[src/rtl/drum_hit_scheduler_if.sv]
// ============================================================================
// Module      : drum_hit_scheduler_if
// Description : Event handshake bundle between the drum hit scheduler and its
//               consumer (game/scoring FSM).
// Revision    : 1.0 - initial release
// ============================================================================
`default_nettype none

interface drum_hit_scheduler_if;
    logic       evt_valid;
    logic       evt_ready;
    logic [2:0] evt_pad;
    logic [7:0] evt_level;

    modport master (
        output evt_valid,
        output evt_pad,
        output evt_level,
        input  evt_ready
    );

    modport slave (
        input  evt_valid,
        input  evt_pad,
        input  evt_level,
        output evt_ready
    );
endinterface

`default_nettype wire

[src/rtl/drum_hit_scheduler.sv]
// ============================================================================
// Module      : drum_hit_scheduler
// Description : Edge-detects per-pad hit indicators, applies a retrigger
//               holdoff, round-robin arbitrates pending hits into an event
//               FIFO and presents one {pad, level} event per handshake.
//               Optional macro HIT_VELOCITY_EN stores the captured level.
// Revision    : 1.0 - initial release
// ============================================================================
`default_nettype none

module drum_hit_scheduler #(
    parameter int NPADS          = 5,
    parameter int HOLDOFF_CYCLES = 2_500_000,
    parameter int FIFO_DEPTH     = 4
) (
    input  wire logic                 CLK,
    input  wire logic                 RST,
    input  wire logic [NPADS-1:0]     hit_in,
    input  wire logic [8*NPADS-1:0]   level_in,
    drum_hit_scheduler_if.master      evt,
    output logic      [NPADS-1:0]     pad_busy,
    output logic                      overflow
);

    localparam int c_HOLD_W = $clog2(HOLDOFF_CYCLES);
    localparam int c_PW     = $clog2(FIFO_DEPTH);
    localparam int c_CW     = c_PW + 1;
`ifdef HIT_VELOCITY_EN
    localparam int c_EW     = 11;
`else
    localparam int c_EW     = 3;
`endif
    localparam logic [c_HOLD_W-1:0] c_HOLD_LOAD = c_HOLD_W'(HOLDOFF_CYCLES - 1);

    logic [NPADS-1:0] r_hit_q;
    logic [NPADS-1:0] w_rise;
    logic [NPADS-1:0] w_accept;
    logic [NPADS-1:0] w_lost;
    logic [NPADS-1:0] w_busy;
    logic [NPADS-1:0] w_pending;
    logic [NPADS-1:0] w_grant_vec;
    logic [2:0]       w_grant_idx;
    logic             w_grant_any;
    logic [2:0]       r_rr_ptr;
    logic             r_overflow;

`ifdef HIT_VELOCITY_EN
    logic [7:0]       w_lvl_cap [NPADS];
    logic [7:0]       w_grant_lvl;
`else
    logic             w_unused_level;
    assign w_unused_level = ^level_in;
`endif

    logic [c_EW-1:0]  r_mem [FIFO_DEPTH];
    logic [c_PW-1:0]  r_wr_ptr;
    logic [c_PW-1:0]  r_rd_ptr;
    logic [c_PW-1:0]  w_rd_next;
    logic [c_CW-1:0]  r_count;
    logic [c_CW-1:0]  w_count_next;
    logic [c_EW-1:0]  w_entry;
    logic [c_EW-1:0]  w_head_next;
    logic [c_EW-1:0]  r_head;
    logic             r_evt_valid;
    logic             w_pop;
    logic             w_push;
    logic             w_push_ok;

    // ------------------------------------------------------------------
    // Per-pad edge detect, holdoff timer and pending flag
    // ------------------------------------------------------------------
    for (genvar i = 0; i < NPADS; i++) begin : g_pad
        logic [c_HOLD_W-1:0] r_hold_cnt;
        logic                r_busy;
        logic                r_pend;

        assign w_rise[i]    = hit_in[i] & ~r_hit_q[i];
        assign w_accept[i]  = w_rise[i] & ~r_busy;
        // A pad being granted this very cycle frees its slot for the new hit.
        assign w_lost[i]    = w_accept[i] & r_pend & ~w_grant_vec[i];
        assign w_busy[i]    = r_busy;
        assign w_pending[i] = r_pend;

        always_ff @(posedge CLK) begin
            if (RST) begin
                r_hold_cnt <= '0;
                r_busy     <= 1'b0;
                r_pend     <= 1'b0;
            end else begin
                if (w_accept[i]) begin
                    r_busy     <= 1'b1;
                    r_hold_cnt <= c_HOLD_LOAD;
                end else if (r_busy) begin
                    if (r_hold_cnt == '0) begin
                        r_busy <= 1'b0;
                    end else begin
                        r_hold_cnt <= r_hold_cnt - 1'b1;
                    end
                end
                if (w_accept[i]) begin
                    r_pend <= 1'b1;
                end else if (w_grant_vec[i]) begin
                    r_pend <= 1'b0;
                end
            end
        end

`ifdef HIT_VELOCITY_EN
        logic [7:0] r_lvl_cap;
        assign w_lvl_cap[i] = r_lvl_cap;

        always_ff @(posedge CLK) begin
            if (RST) begin
                r_lvl_cap <= '0;
            end else if (w_accept[i] && !w_lost[i]) begin
                r_lvl_cap <= level_in[8*i +: 8];
            end
        end
`endif
    end

    // ------------------------------------------------------------------
    // Round-robin arbiter: first pending pad at or above rr_ptr, wrapping
    // ------------------------------------------------------------------
    assign w_pop     = r_evt_valid & evt.evt_ready;
    assign w_push_ok = (r_count < c_CW'(FIFO_DEPTH)) | w_pop;

    always_comb begin : p_arbiter
        int j;
        w_grant_vec = '0;
        w_grant_idx = '0;
        w_grant_any = 1'b0;
`ifdef HIT_VELOCITY_EN
        w_grant_lvl = '0;
`endif
        j = 0;
        for (int k = 0; k < NPADS; k++) begin
            j = int'(r_rr_ptr) + k;
            if (j >= NPADS) begin
                j = j - NPADS;
            end
            if (!w_grant_any && w_pending[j] && w_push_ok) begin
                w_grant_any    = 1'b1;
                w_grant_idx    = 3'(j);
                w_grant_vec[j] = 1'b1;
`ifdef HIT_VELOCITY_EN
                w_grant_lvl    = w_lvl_cap[j];
`endif
            end
        end
    end

    assign w_push = w_grant_any;

`ifdef HIT_VELOCITY_EN
    assign w_entry = {w_grant_idx, w_grant_lvl};
`else
    assign w_entry = w_grant_idx;
`endif

    // ------------------------------------------------------------------
    // Event FIFO with registered head; the head register is loaded with
    // whatever entry will sit at the read pointer after this edge.
    // ------------------------------------------------------------------
    assign w_rd_next    = r_rd_ptr + c_PW'(w_pop);
    assign w_count_next = r_count + c_CW'(w_push) - c_CW'(w_pop);
    assign w_head_next  = (w_push && (r_wr_ptr == w_rd_next)) ? w_entry : r_mem[w_rd_next];

    always_ff @(posedge CLK) begin
        if (w_push) begin
            r_mem[r_wr_ptr] <= w_entry;
        end
    end

    always_ff @(posedge CLK) begin
        if (RST) begin
            r_hit_q     <= '0;
            r_rr_ptr    <= '0;
            r_wr_ptr    <= '0;
            r_rd_ptr    <= '0;
            r_count     <= '0;
            r_head      <= '0;
            r_evt_valid <= 1'b0;
            r_overflow  <= 1'b0;
        end else begin
            r_hit_q     <= hit_in;
            r_count     <= w_count_next;
            r_rd_ptr    <= w_rd_next;
            r_head      <= w_head_next;
            r_evt_valid <= (w_count_next != '0);
            if (|w_lost) begin
                r_overflow <= 1'b1;
            end
            if (w_push) begin
                r_wr_ptr <= r_wr_ptr + 1'b1;
                r_rr_ptr <= (w_grant_idx == 3'(NPADS - 1)) ? 3'd0 : w_grant_idx + 3'd1;
            end
        end
    end

    assign evt.evt_valid = r_evt_valid;
    assign evt.evt_pad   = r_head[c_EW-1 -: 3];
`ifdef HIT_VELOCITY_EN
    assign evt.evt_level = r_head[7:0];
`else
    assign evt.evt_level = 8'd0;
`endif
    assign pad_busy      = w_busy;
    assign overflow      = r_overflow;

endmodule

`default_nettype wire
[src/flat_wrapper.sv]
// flat-port wrapper written by rule: the top's interface ports become plain ports
module drum_hit_scheduler_flat 
#(
    parameter int NPADS          = 5,
    parameter int HOLDOFF_CYCLES = 2_500_000,
    parameter int FIFO_DEPTH     = 4
)
  (CLK, RST, hit_in, level_in, pad_busy, overflow, evt_evt_valid, evt_evt_pad, evt_evt_level, evt_evt_ready);
  drum_hit_scheduler_if evt_i ();
  input  wire logic CLK;
  input  wire logic RST;
  input  wire logic [NPADS-1:0] hit_in;
  input  wire logic [8*NPADS-1:0] level_in;
  output logic      [NPADS-1:0] pad_busy;
  output logic overflow;
  output wire logic [$bits(evt_i.evt_valid)-1:0] evt_evt_valid;
  output wire logic [$bits(evt_i.evt_pad)-1:0] evt_evt_pad;
  output wire logic [$bits(evt_i.evt_level)-1:0] evt_evt_level;
  input wire logic [$bits(evt_i.evt_ready)-1:0] evt_evt_ready;
  assign evt_evt_valid = evt_i.evt_valid;
  assign evt_evt_pad = evt_i.evt_pad;
  assign evt_evt_level = evt_i.evt_level;
  assign evt_i.evt_ready = evt_evt_ready;
  drum_hit_scheduler #(.NPADS(NPADS), .HOLDOFF_CYCLES(HOLDOFF_CYCLES), .FIFO_DEPTH(FIFO_DEPTH)) u_core (.CLK(CLK), .RST(RST), .hit_in(hit_in), .level_in(level_in), .evt(evt_i), .pad_busy(pad_busy), .overflow(overflow));
endmodule
[config.mk]
export PLATFORM = sky130hd
export DESIGN_NAME = drum_hit_scheduler_flat
export DESIGN_NICKNAME = d
export VERILOG_FILES = /design/src/rtl/drum_hit_scheduler_if.sv /design/src/rtl/drum_hit_scheduler.sv /design/src/flat_wrapper.sv
export SDC_FILE = /design/constraint.sdc
export NUM_CORES = 1
export LEC_CHECK = 0
export BUFFER_PORTS_ARGS = -buffer_cell sky130_fd_sc_hd__buf_2
export CAP_MARGIN = 20
export CELL_PAD_IN_SITES_DETAIL_PLACEMENT = 1
export CELL_PAD_IN_SITES_GLOBAL_PLACEMENT = 1
export CORE_ASPECT_RATIO = 0.6
export CORE_MARGIN = 2
export CORE_UTILIZATION = 50
export CTS_CLUSTER_DIAMETER = 40
export DETAILED_ROUTE_END_ITERATION = 7
export GPL_ROUTABILITY_DRIVEN = 0
export PLACE_DENSITY_LB_ADDON = 0.08
export SYNTH_ARGS = -nofsm -noshare
export SYNTH_HDL_FRONTEND = slang
export SYNTH_SLANG_ARGS = --single-unit
[constraint.sdc]
create_clock -name CLK -period 9.8 [get_ports CLK]
set_clock_uncertainty 0.1 [all_clocks]
set_input_delay 2.45 -clock CLK [delete_from_list [all_inputs] [get_ports CLK]]
set_output_delay 2.45 -clock CLK [all_outputs]
set_load 0.02 [all_outputs]
==> results of run 1 <==
-- routing by layer --
layer	vias up	global-route usage	share of wire
li1	3458	-	-
met1	3515	0.366	0.48
met2	161	0.438	0.47
met3	17	0.0561	0.050
met4	0	0.0732	0.0079
met5	-	0	0
-- cells by family (layout without fill, tap and decap cells) --
| logic type | Yosys count | after routing |
|---|---|---|
| AOI/OAI and AO/OA | 216 | 216 |
| xor gates and xnor gates | 93 | 93 |
| adders and majority gates | 39 | 39 |
| buffers and inverters | 87 | 93 |
| DFF | 152 | 152 |
| muxes | 21 | 21 |
| other | 1 | 8 |
| and+or+nand+nor | 360 | 360 |
-- cells in the mapped netlist (5+ instances only) --
cell      instances  area, um2
nor2b_1          11       68.8
xnor2_1          67        587
nand4_1           8       50.1
nand3_1          17       85.1
o211ai_1          6       45.0
dfxtp_1         140       2800
and2_1           14       87.6
buf_2             8       40.0
nor3_1           40        200
mux2i_1          14        140
buf_4            15        113
or4_1            13       97.6
ha_1             37        463
edfxtp_1         12        360
nor4_1           23        144
o21ai_0          31        155
xor2_1           25        219
a211oi_1          6       45.0
and3_1           11       68.8
nand3b_1          5       37.5
inv_1            40        150
a41oi_1           5       43.8
or3_1            21        131
nand2_1          67        251
a21oi_1          95        475
nand2b_1         11       68.8
clkbuf_1         18       67.6
a31oi_1          11       68.8
nor2_1           93        349
-- worst paths after layout --
path                                                startpoint                             end  slack [ns]  cells after the start
worst max-delay path                        u_core.r_rr_ptr[0]            u_core.evt.evt_valid        3.88                     18
worst min-delay path            u_core.g_pad[3].r_hold_cnt[11]  u_core.g_pad[3].r_hold_cnt[11]        0.37                      2
worst max register to register              u_core.r_rr_ptr[0]            u_core.evt.evt_valid        3.88                     18
worst min register to register  u_core.g_pad[3].r_hold_cnt[11]  u_core.g_pad[3].r_hold_cnt[11]        0.37                      2
-- metrics by stage --
stage	util	instances
after detailed placement	0.528	1178
after floorplan	-	976
after global routing	0.564	1210
after global placement	0.528	1178
after CTS	0.564	1210
final	0.564	1210
-- placed cells by master, fill, tap and decap left out, types with 4 or more instances in the layout --
cell type / n
or4_4: 4
nor2_1: 93
o211ai_1: 6
inv_1: 40
o21a_1: 4
clkbuf_16: 18
a31oi_1: 11
mux2_2: 4
nor4_1: 23
a211oi_1: 6
a21oi_1: 95
xnor2_1: 67
nor3_1: 40
inv_6: 5
dfxtp_1: 140
nand3_1: 17
buf_2: 17
nand4_1: 8
or4_1: 13
mux2i_1: 14
ha_1: 37
o21ai_0: 31
edfxtp_1: 12
a41oi_1: 5
xor2_1: 25
nand2b_1: 11
and3_1: 11
nor2b_1: 11
conb_1: 8
nand2_1: 67
a41o_1: 4
clkinv_4: 4
nand3b_1: 5
and2_1: 14
o31ai_1: 4
or3_1: 21
-- worst max-delay path, stage by stage, from the launching register on --
cell      delay, ns
dfxtp_1        0.31
buf_4          0.34
inv_1          0.41
ha_1           0.87
nor2b_1        0.41
a41o_1         0.17
nor3_1         0.07
o21ai_0        0.44
o221a_2        0.49
nand3b_1       0.44
inv_1          0.31
ha_1           0.27
inv_1          0.06
ha_1           0.13
inv_1          0.06
fa_1           0.39
xor2_1         0.17
xnor2_1        0.19
a31oi_1        0.11
-- state kept, by name, indices dropped and copies added (netlist names), 2 cells and up --
name	cells
u_core.g_pad.r_hold_cnt	110
u_core.r_mem	12
u_core.g_pad.r_busy	5
u_core.g_pad.r_pend	5
u_core.r_hit_q	5
u_core.evt.evt_pad	3
u_core.r_count	3
u_core.r_rr_ptr	3
u_core.r_rd_ptr	2
u_core.r_wr_ptr	2
-- where the power goes --
part / internal [mW] / switching, mW / leakage (nW)
Combinational: 0.537 / 0.968 / 1.97
Clock: 0.378 / 0.279 / 0.292
Sequential: 0.760 / 0.0773 / 1.27
Total: 1.68 / 1.32 / 3.53
-- layout make-up --
type,count,area (um2)
Timing Repair Buffer,20,108
Inverter,41,154
Multi-Input combinational cell,737,4940
Clock buffer,19,464
Fill cell,1881,7140
Clock inverter,13,133
Tap cell,228,285
Sequential cell,152,3160
==> results.md, run 1 <==
- Slew Viols, Final: 0
- GRT Util Overall: 0.270
- Critical path fanouts, max: 32
- Total grt overflow: 0
- Post-synth EDFFs: 12
- Clock Root Buffer: clkbuf_16
- Yosys cell types: 90
- Ys async rst share: 0
- Ys Warns: 0
- Adder-Cell Fraction of Synth Area: 0.0593
- Die height: approximately 100 um
- DRT iter0 DRCs: 500
- Detail Placement HPWL: 16300 um
- TritonCTS clock tree: done
- Max-cap violation count: 0
- Mean area per synthesized cell: roughly 9 um2
- Slew HR: 0.296
- Antenna violations before repair: 0
- Post-synthesis mux area share: 0.0298
- Post-route ant nets: 0
- Yosys reg bits: 152
- Worst VDD drop: 0.000188 V
- Worst Path Required: roughly 10 ns
- Clock sink count: around 150
- Placement Cell Area: 0.00865 mm2
- Drt pass-1 iters: 5
- Number of I/O pins: 66
- Largest family of logic cells by synthesized area: simple AND/OR/NAND/NOR gates
- Simple-gate portion of the synthesized area: 0.220
- Tot Pwr: 3.00 mW
- Hold-fix buffers, CTS: 0
- Vias in the first global route: 7503
- Post-cts gate resize count: 0
- Layout cells sized above 1: 0.0927
- Max clock buf depth: 2
- Register area share after synthesis: 0.373
- Area grow syn2layout: 9.06%
- Setup violations, final: 0
- Die width: roughly 170 um
- Setup TNS: 0 ns
- Initial core utilization: 0.517
- Least-Margin Pin Slew: 1.05 ns
- Ys flop type: dfxtp_1
- Worst hold margin: 0.370 ns
- Worst hold path type: reg2reg
- Routed wire length: ~23000 um
- DIE AREA: roughly 0.018 mm2
- Fmax: 0.169 GHz
- Post-Synth XOR/XNOR Area: 0.0969
- Endpoints failing hold: 0
- Gate count after technology mapping: 969
- Number of diodes: 0
- Final instance area: 0.00925 mm2
- Buffers inserted by post-CTS timing repair: 0
- Place WS: 3.69 ns
- Final min period: 5.92 ns
- Outcome: finished, final reports clean
- Cell area after synthesis: 0.00848 mm2
- Core area: 0.0164 mm2
- # rows: 36
- Setup ws final: 3.88 ns
- Mean routed wirelength per cell: 19.0 um
- IO buf count: 17
- Critical Path End Type: flop
- DRC viols: 0
- Power Density: 324 mW/mm2
- Avg Vias per Cell: 5.91
- Critical path startpoint category: flop
- Pin count of the biggest net entering global routing: 90
- Nets@finish: 1056
- First-pass GRT wire length: 38900 um
- Clock latency on the worst-skew pair: 0.42 ns
- Crit share post-route: 0.604
- Static Leak: 3.53 nW
- Vias: 7151
- WS Path Type: reg2reg
- Compound-Gate Fraction of Synth Area: 0.173
- CTS Buf Count: 17
- CTS clk-pin slew, worst paths: 0.07 ns
- RSZ-0062 raised after global routing: false
- Data arrival, critical path: 6.08 ns
- H-tree level count: 4
No activity file was read; power rests on OpenSTA's default activity.
==> run 2: changes to the inputs <==
--- a/config.mk
+++ b/config.mk
@@ -11,7 +11,7 @@
 export CELL_PAD_IN_SITES_GLOBAL_PLACEMENT = 1
 export CORE_ASPECT_RATIO = 0.6
 export CORE_MARGIN = 2
-export CORE_UTILIZATION = 50
+export CORE_UTILIZATION = 42
 export CTS_CLUSTER_DIAMETER = 40
 export DETAILED_ROUTE_END_ITERATION = 7
 export GPL_ROUTABILITY_DRIVEN = 0
==> constraint.sdc (replaced) <==
create_clock -name CLK -period 5.4 [get_ports CLK]
set_clock_uncertainty 0.1 [all_clocks]
set_input_delay 1.35 -clock CLK [delete_from_list [all_inputs] [get_ports CLK]]
set_output_delay 1.35 -clock CLK [all_outputs]
set_load 0.02 [all_outputs]
==> results.md, run 2 (synthesis gave the netlist of run 1 again) <==
- Outcome: finished, final reports clean (unchanged)
- Number of diodes: 0 (unchanged)
- Setup ws final: 0.724 ns (was 3.88 ns)
- Multi-input logic area: 0.00494 mm2 (unchanged)
- Data arrival, critical path: 4.91 ns (was 6.08 ns)
- Least-Margin Pin Slew: 1.01 ns (was 1.05 ns)
- CTS clk-pin slew, worst paths: 0.07 ns (about the same)
- Fmax: 0.214 GHz (was 0.169 GHz)
- Core area: 0.0199 mm2 (was 0.0164 mm2)
- Setup TNS: 0 ns (unchanged)
- Worst VDD drop: 0.000283 V (was 0.000188 V)
- GRT Util Overall: 0.214 (was 0.270)
- Fill count: 2387 (was 1881)
- Mean routed wirelength per cell: 17.4 um (was 19.0 um)
- Max clock buf depth: 2 (unchanged)
- Max-cap violation count: 0 (unchanged)
- Die height: 114 um (was 105 um)
- Placed Instances: 1234 (was 1178)
- Post-route ant nets: 0 (unchanged)
- Worst Path Required: 5.63 ns (was 9.96 ns)
- Most frequent cells in the layout: dfxtp_1 (140), a21oi_1 (95), nor2_1 (93) (unchanged)
- Initial core utilization: 0.426 (was 0.517)
- Largest register by flop count: u_core.g_pad.r_hold_cnt (unchanged)
- First-pass GRT wire length: 36400 um (was 38900 um)
- RSZ-0062 raised after global routing: false (unchanged)
- Final min period: 4.68 ns (was 5.92 ns)
- Nets@finish: 1067 (was 1056)
- Hold-fix buffers, CTS: 0 (unchanged)
- Crit share post-route: 0.866 (was 0.604)
- Total grt overflow: 0 (unchanged)
- Clock latency on the worst-skew pair: 0.43 ns (was 0.42 ns)
- IO buf count: 17 (unchanged)
- Tot Pwr: 5.45 mW (was 3.00 mW)
- DRC viols: 0 (unchanged)
- TritonCTS clock tree: done (unchanged)
- Worst hold path type: reg2reg (unchanged)
- Area grow syn2layout: 10.4% (was 9.06%)
- Buffers inserted by post-CTS timing repair: 0 (unchanged)
- Die width: 187 um (was 172 um)
- FF+latch area: 0.00316 mm2 (unchanged)
- Layout cells sized above 1: 0.103 (was 0.0927)
- Drt pass-1 iters: 4 (was 5)
- Worst hold margin: 0.372 ns (was 0.370 ns)
- Largest register FFs: 110 (unchanged)
- Commonest non-fill, non-tap cell in the layout: dfxtp_1 (unchanged)
- Final cell count without fillers: 1266 (was 1210)
- Placement Cell Area: 0.00880 mm2 (was 0.00865 mm2)
- Avg Vias per Cell: 5.47 (was 5.91)
- Number of I/O pins: 66 (unchanged)
- Slew HR: 0.326 (was 0.296)
- Clock sink count: 152 (unchanged)
- Endpoints failing hold: 0 (unchanged)
- Vias: 6920 (was 7151)
- Place WS: 0.733 ns (was 3.69 ns)
- Setup violations, final: 0 (unchanged)
- Antenna violations before repair: 0 (unchanged)
- Post-cts gate resize count: 0 (unchanged)
- Vias in the first global route: 6856 (was 7503)
- Detail Placement HPWL: 15800 um (was 16300 um)
- Top Registers: u_core.g_pad.r_hold_cnt x110, u_core.r_mem x12 (unchanged)
- Power Density: 582 mW/mm2 (was 324 mW/mm2)
- DRT iter0 DRCs: 329 (was 500)
- Clock Root Buffer: clkbuf_16 (unchanged)
- Slew Viols, Final: 0 (unchanged)
- # rows: 40 (was 36)
- Static Leak: 3.57 nW (was 3.53 nW)
- WS Path Type: reg2reg (unchanged)
- Fin util: 0.470 (was 0.564)
- Routed wire length: 22100 um (was 23000 um)
- Pin count of the biggest net entering global routing: 89 (was 90)
- CTS Buf Count: 17 (unchanged)
- Critical path startpoint category: flop (unchanged)
- H-tree level count: 4 (unchanged)
- Critical path fanouts, max: 11 (was 32)
- Critical Path End Type: flop (unchanged)
- Final instance area: 0.00937 mm2 (was 0.00925 mm2)
- DIE AREA: 0.0214 mm2 (was 0.0181 mm2)
[run 2: cell types whose count changed in the layout (fill, tap and decap cells not counted)]
cell       previous run  this run
clkbuf_16            18        17
buf_4                 3        15
buf_2                17        16
inv_8                 1         4
inv_6                 5         8
clkinv_2              1         0
clkinv_4              4         1
bufinv_16             1         0
clkbuf_8              1         0
clkinv_8              0         1
[run 2: critical path: stages (launching register included)]
cell and delay (ns):
dfxtp_1 0.32, inv_1 0.36, ha_1 0.26, inv_1 0.05
ha_1 0.27, a21oi_4 0.27, mux2i_1 0.42, a2bb2oi_1 0.31
o22ai_1 0.29, a2111oi_4 0.53, nor2b_1 0.23, o41a_1 0.38
inv_1 0.09, ha_1 0.21, nor2_1 0.10, mux2i_1 0.08
a211oi_1 0.29
[run 2: where the power goes]
part | switching, mW | internal, mW | leakage, nW
clock | 0.549 | 0.616 | 0.281
combinational | 1.74 | 1.04 | 2.02
sequential | 0.130 | 1.38 | 1.27
total | 2.42 | 3.03 | 3.57
[run 2: worst paths after layout]
path	startpoint	to	slack (ns)	cells after the start
max reg2reg	u_core.r_rr_ptr[1]	u_core.r_rr_ptr[2]	0.72	16
min	u_core.g_pad[3].r_hold_cnt[11]	u_core.g_pad[3].r_hold_cnt[11]	0.37	2
min reg2reg	u_core.g_pad[3].r_hold_cnt[11]	u_core.g_pad[3].r_hold_cnt[11]	0.37	2
max	u_core.r_rr_ptr[1]	u_core.r_rr_ptr[2]	0.72	16
[run 2: layout make-up]
| class | count | share of cell area |
|---|---|---|
| flip-flops and latches | 152 | 0.338 |
| clock inverters | 15 | 0.0158 |
| repair buffers | 31 | 0.0206 |
| clock buffers | 17 | 0.0454 |
| multi-input cells | 737 | 0.528 |
| well taps | 273 | 0.0365 |
| inverters | 41 | 0.0164 |
[run 2: per-layer routing]
metal  GRT usage  part of all wire  vias up
li1            -                 -     3486
met1       0.312              0.53     3306
met2       0.315              0.41      107
met3      0.0533             0.053       21
met4      0.0577             0.011        0
met5           0                 0        -
==> run 3: changes to the inputs <==
--- a/config.mk
+++ b/config.mk
@@ -10,12 +10,13 @@
 export CELL_PAD_IN_SITES_DETAIL_PLACEMENT = 1
 export CELL_PAD_IN_SITES_GLOBAL_PLACEMENT = 1
 export CORE_ASPECT_RATIO = 0.6
-export CORE_MARGIN = 2
+export CORE_MARGIN = 3
 export CORE_UTILIZATION = 42
 export CTS_CLUSTER_DIAMETER = 40
 export DETAILED_ROUTE_END_ITERATION = 7
 export GPL_ROUTABILITY_DRIVEN = 0
 export PLACE_DENSITY_LB_ADDON = 0.08
+export SLEW_MARGIN = 0
 export SYNTH_ARGS = -nofsm -noshare
 export SYNTH_HDL_FRONTEND = slang
 export SYNTH_SLANG_ARGS = --single-unit
==> results.md, run 3 (synthesis gave the netlist of run 1 again) <==
- Outcome: finished, final reports clean (unchanged)
- Slew Viols, Final: 0 (unchanged)
- CTS Buf Count: 17 (unchanged)
- Critical Path End Type: flop (unchanged)
- Part of the power in registers: 0.267 (was 0.277)
- Layout cells sized above 1: 0.105 (was 0.103)
- Clock Root Buffer: clkbuf_16 (unchanged)
- Post-route ant nets: 0 (unchanged)
- Final min period: 4.54 ns (was 4.68 ns)
- Switching Fraction: 0.425 (was 0.444)
- Switching pwr: 2.40 mW (was 2.42 mW)
- Least-Margin Pin Slew: 0.862 ns (was 1.01 ns)
- Wire length on met2: 8640 um (was 8960 um)
- DRT iter0 DRCs: 486 (was 329)
- Power Density: 597 mW/mm2 (was 582 mW/mm2)
- Setup violations, final: 0 (unchanged)
- H-tree level count: 4 (unchanged)
- DIE AREA: 0.0220 mm2 (was 0.0214 mm2)
- Cells on worst reg2reg path: 18 (was 16)
- Initial core utilization: 0.437 (was 0.426)
- Critical path startpoint category: flop (unchanged)
- R2r setup slk: 0.86 ns (was 0.72 ns)
- Setup TNS: 0 ns (unchanged)
- Detail Placement HPWL: 16000 um (was 15800 um)
- Core area: 0.0194 mm2 (was 0.0199 mm2)
- Worst R2R End: u_core.evt.evt_valid (was u_core.r_rr_ptr[2])
- CP Launch Point: u_core.r_rr_ptr[0] (was u_core.r_rr_ptr[1])
- Largest register FFs: 110 (unchanged)
- Number of diodes: 0 (unchanged)
- CTS clk-pin slew, worst paths: 0.06 ns (was 0.07 ns)
- Internal power: 3.24 mW (was 3.03 mW)
- Number of I/O pins: 66 (unchanged)
- Fmax: 0.220 GHz (was 0.214 GHz)
- Setup crit end: u_core.evt.evt_valid (was u_core.r_rr_ptr[2])
- Clock latency on the worst-skew pair: 0.43 ns (about the same)
- Nets@finish: 1071 (was 1067)
- WS Path Type: reg2reg (unchanged)
- Clock group share of total power: 0.227 (was 0.214)
- Clock sink count: 152 (unchanged)
- Critical path fanouts, max: 10 (was 11)
- Max-cap violation count: 0 (unchanged)
- Avg Vias per Cell: 5.55 (was 5.47)
- # rows: 39 (was 40)
- Placement Cell Area: 0.00882 mm2 (was 0.00880 mm2)
- Data arrival, critical path: 4.73 ns (was 4.91 ns)
- Top Registers: u_core.g_pad.r_hold_cnt x110, u_core.r_mem x12 (unchanged)
- Antenna violations before repair: 0 (unchanged)
- Slew HR: 0.420 (was 0.326)
- Static Leak: 3.62 nW (was 3.57 nW)
- Buffers inserted by post-CTS timing repair: 0 (unchanged)
- Worst Path Required: 5.59 ns (was 5.63 ns)
- Die width: 189 um (was 187 um)
- Crit share post-route: 0.841 (was 0.866)
- Mean routed wirelength per cell: 17.7 um (was 17.4 um)
- Drt pass-1 iters: 5 (was 4)
- Combinational power share: 0.505 (was 0.510)
- Final instance area: 0.00945 mm2 (was 0.00937 mm2)
- Post-cts gate resize count: 0 (unchanged)
- Largest register by flop count: u_core.g_pad.r_hold_cnt (unchanged)
- Hold path depth: 2 (unchanged)
- Worst VDD drop: 0.000271 V (was 0.000283 V)
- Routed met1 length: 12300 um (was 11700 um)
- First-pass GRT wire length: 37200 um (was 36400 um)
- Commonest non-fill, non-tap cell in the layout: dfxtp_1 (unchanged)
- RSZ-0062 raised after global routing: false (unchanged)
- GRT Util Overall: 0.211 (was 0.214)
- Vias in the first global route: 6958 (was 6856)
- Top layer in use: met4 (unchanged)
- Endpoints failing hold: 0 (unchanged)
- Die height: 116 um (was 114 um)
- Routed met3 length: 1230 um (was 1170 um)
- Max clock buf depth: 2 (unchanged)
- Worst hold path type: reg2reg (unchanged)
- TritonCTS clock tree: done (unchanged)
- Pin count of the biggest net entering global routing: 49 (was 89)
- DRC viols: 0 (unchanged)
- Routed wire length: 22400 um (was 22100 um)
- Total grt overflow: 0 (unchanged)
- IO buf count: 17 (unchanged)
- Hold-fix buffers, CTS: 0 (unchanged)
- Most frequent cells in the layout: dfxtp_1 (140), a21oi_1 (95), nor2_1 (93) (unchanged)
- Worst r2r src: u_core.r_rr_ptr[0] (was u_core.r_rr_ptr[1])
- Area grow syn2layout: 11.4% (was 10.4%)
- Vias: 7014 (was 6920)
[run 3: critical path, cell delays in order, from the launching register on]
cell and delay (ns):
dfxtp_1 0.31, inv_1 0.37, ha_1 0.25, ha_1 0.35
or2_2 0.36, o21ai_0 0.40, and3_1 0.25, nand3_1 0.10
and2_0 0.24, nand3b_1 0.19, inv_1 0.13, ha_1 0.30
inv_1 0.05, ha_1 0.13, inv_1 0.05, fa_1 0.37
xor2_1 0.16, xnor2_1 0.19, a31oi_1 0.10
[run 3: how the worst min path moves through the flow]
| stage | slack, ns | to | from |
|---|---|---|---|
| floorplan | 0.33 | u_core.g_pad[2].r_hold_cnt[0] | u_core.g_pad[2].r_hold_cnt[0] |
| CTS | 0.37 | u_core.g_pad[3].r_hold_cnt[11] | u_core.g_pad[3].r_hold_cnt[11] |
| finish | 0.37 | u_core.g_pad[3].r_hold_cnt[11] | u_core.g_pad[3].r_hold_cnt[11] |
| global route | 0.39 | u_core.g_pad[3].r_hold_cnt[11] | u_core.g_pad[3].r_hold_cnt[11] |
| detailed placement | 0.36 | u_core.g_pad[3].r_hold_cnt[11] | u_core.g_pad[3].r_hold_cnt[11] |
| global placement | 0.36 | u_core.g_pad[2].r_hold_cnt[0] | u_core.g_pad[2].r_hold_cnt[0] |
[run 3: cell type report]
| type | instances | area [um2] |
|---|---|---|
| clock buffer | 19 | 443 |
| clock inverter | 13 | 191 |
| fill | 2315 | 9970 |
| inverter | 41 | 154 |
| multi-input combinational | 737 | 4940 |
| sequential | 152 | 3160 |
| tap | 266 | 333 |
| timing repair buffer | 35 | 223 |
[run 3: per-layer routing]
metal,vias up,GRT usage
li1,3481,-
met1,3376,0.326
met2,144,0.290
met3,13,0.0556
met4,0,0.0458
met5,-,0
[run 3: through the flow]
| step | cells | util | hold WS, ns | power [mW] | setup WS [ns] |
|---|---|---|---|---|---|
| detailed placement | 1231 | 0.454 | 0.359 | 4.32 | 0.955 |
| floorplan | 976 | - | 0.335 | 3.51 | 0.889 |
| global route | 1263 | 0.487 | 0.385 | 6.05 | 0.517 |
| finish | 1263 | 0.487 | 0.371 | 5.64 | 0.860 |
| global placement | 1231 | 0.454 | 0.358 | 4.26 | 0.920 |
| CTS | 1263 | 0.487 | 0.371 | 5.64 | 0.938 |
[run 3: power by group through the flow]
stage	Sequential [mW]	Combinational [mW]	Clock, mW
final	1.51	2.85	1.28
after floorplan	1.51	2.00	0
after global placement	1.52	2.73	0
after CTS	1.51	2.82	1.31
after global routing	1.53	3.15	1.36
after detailed placement	1.53	2.79	0
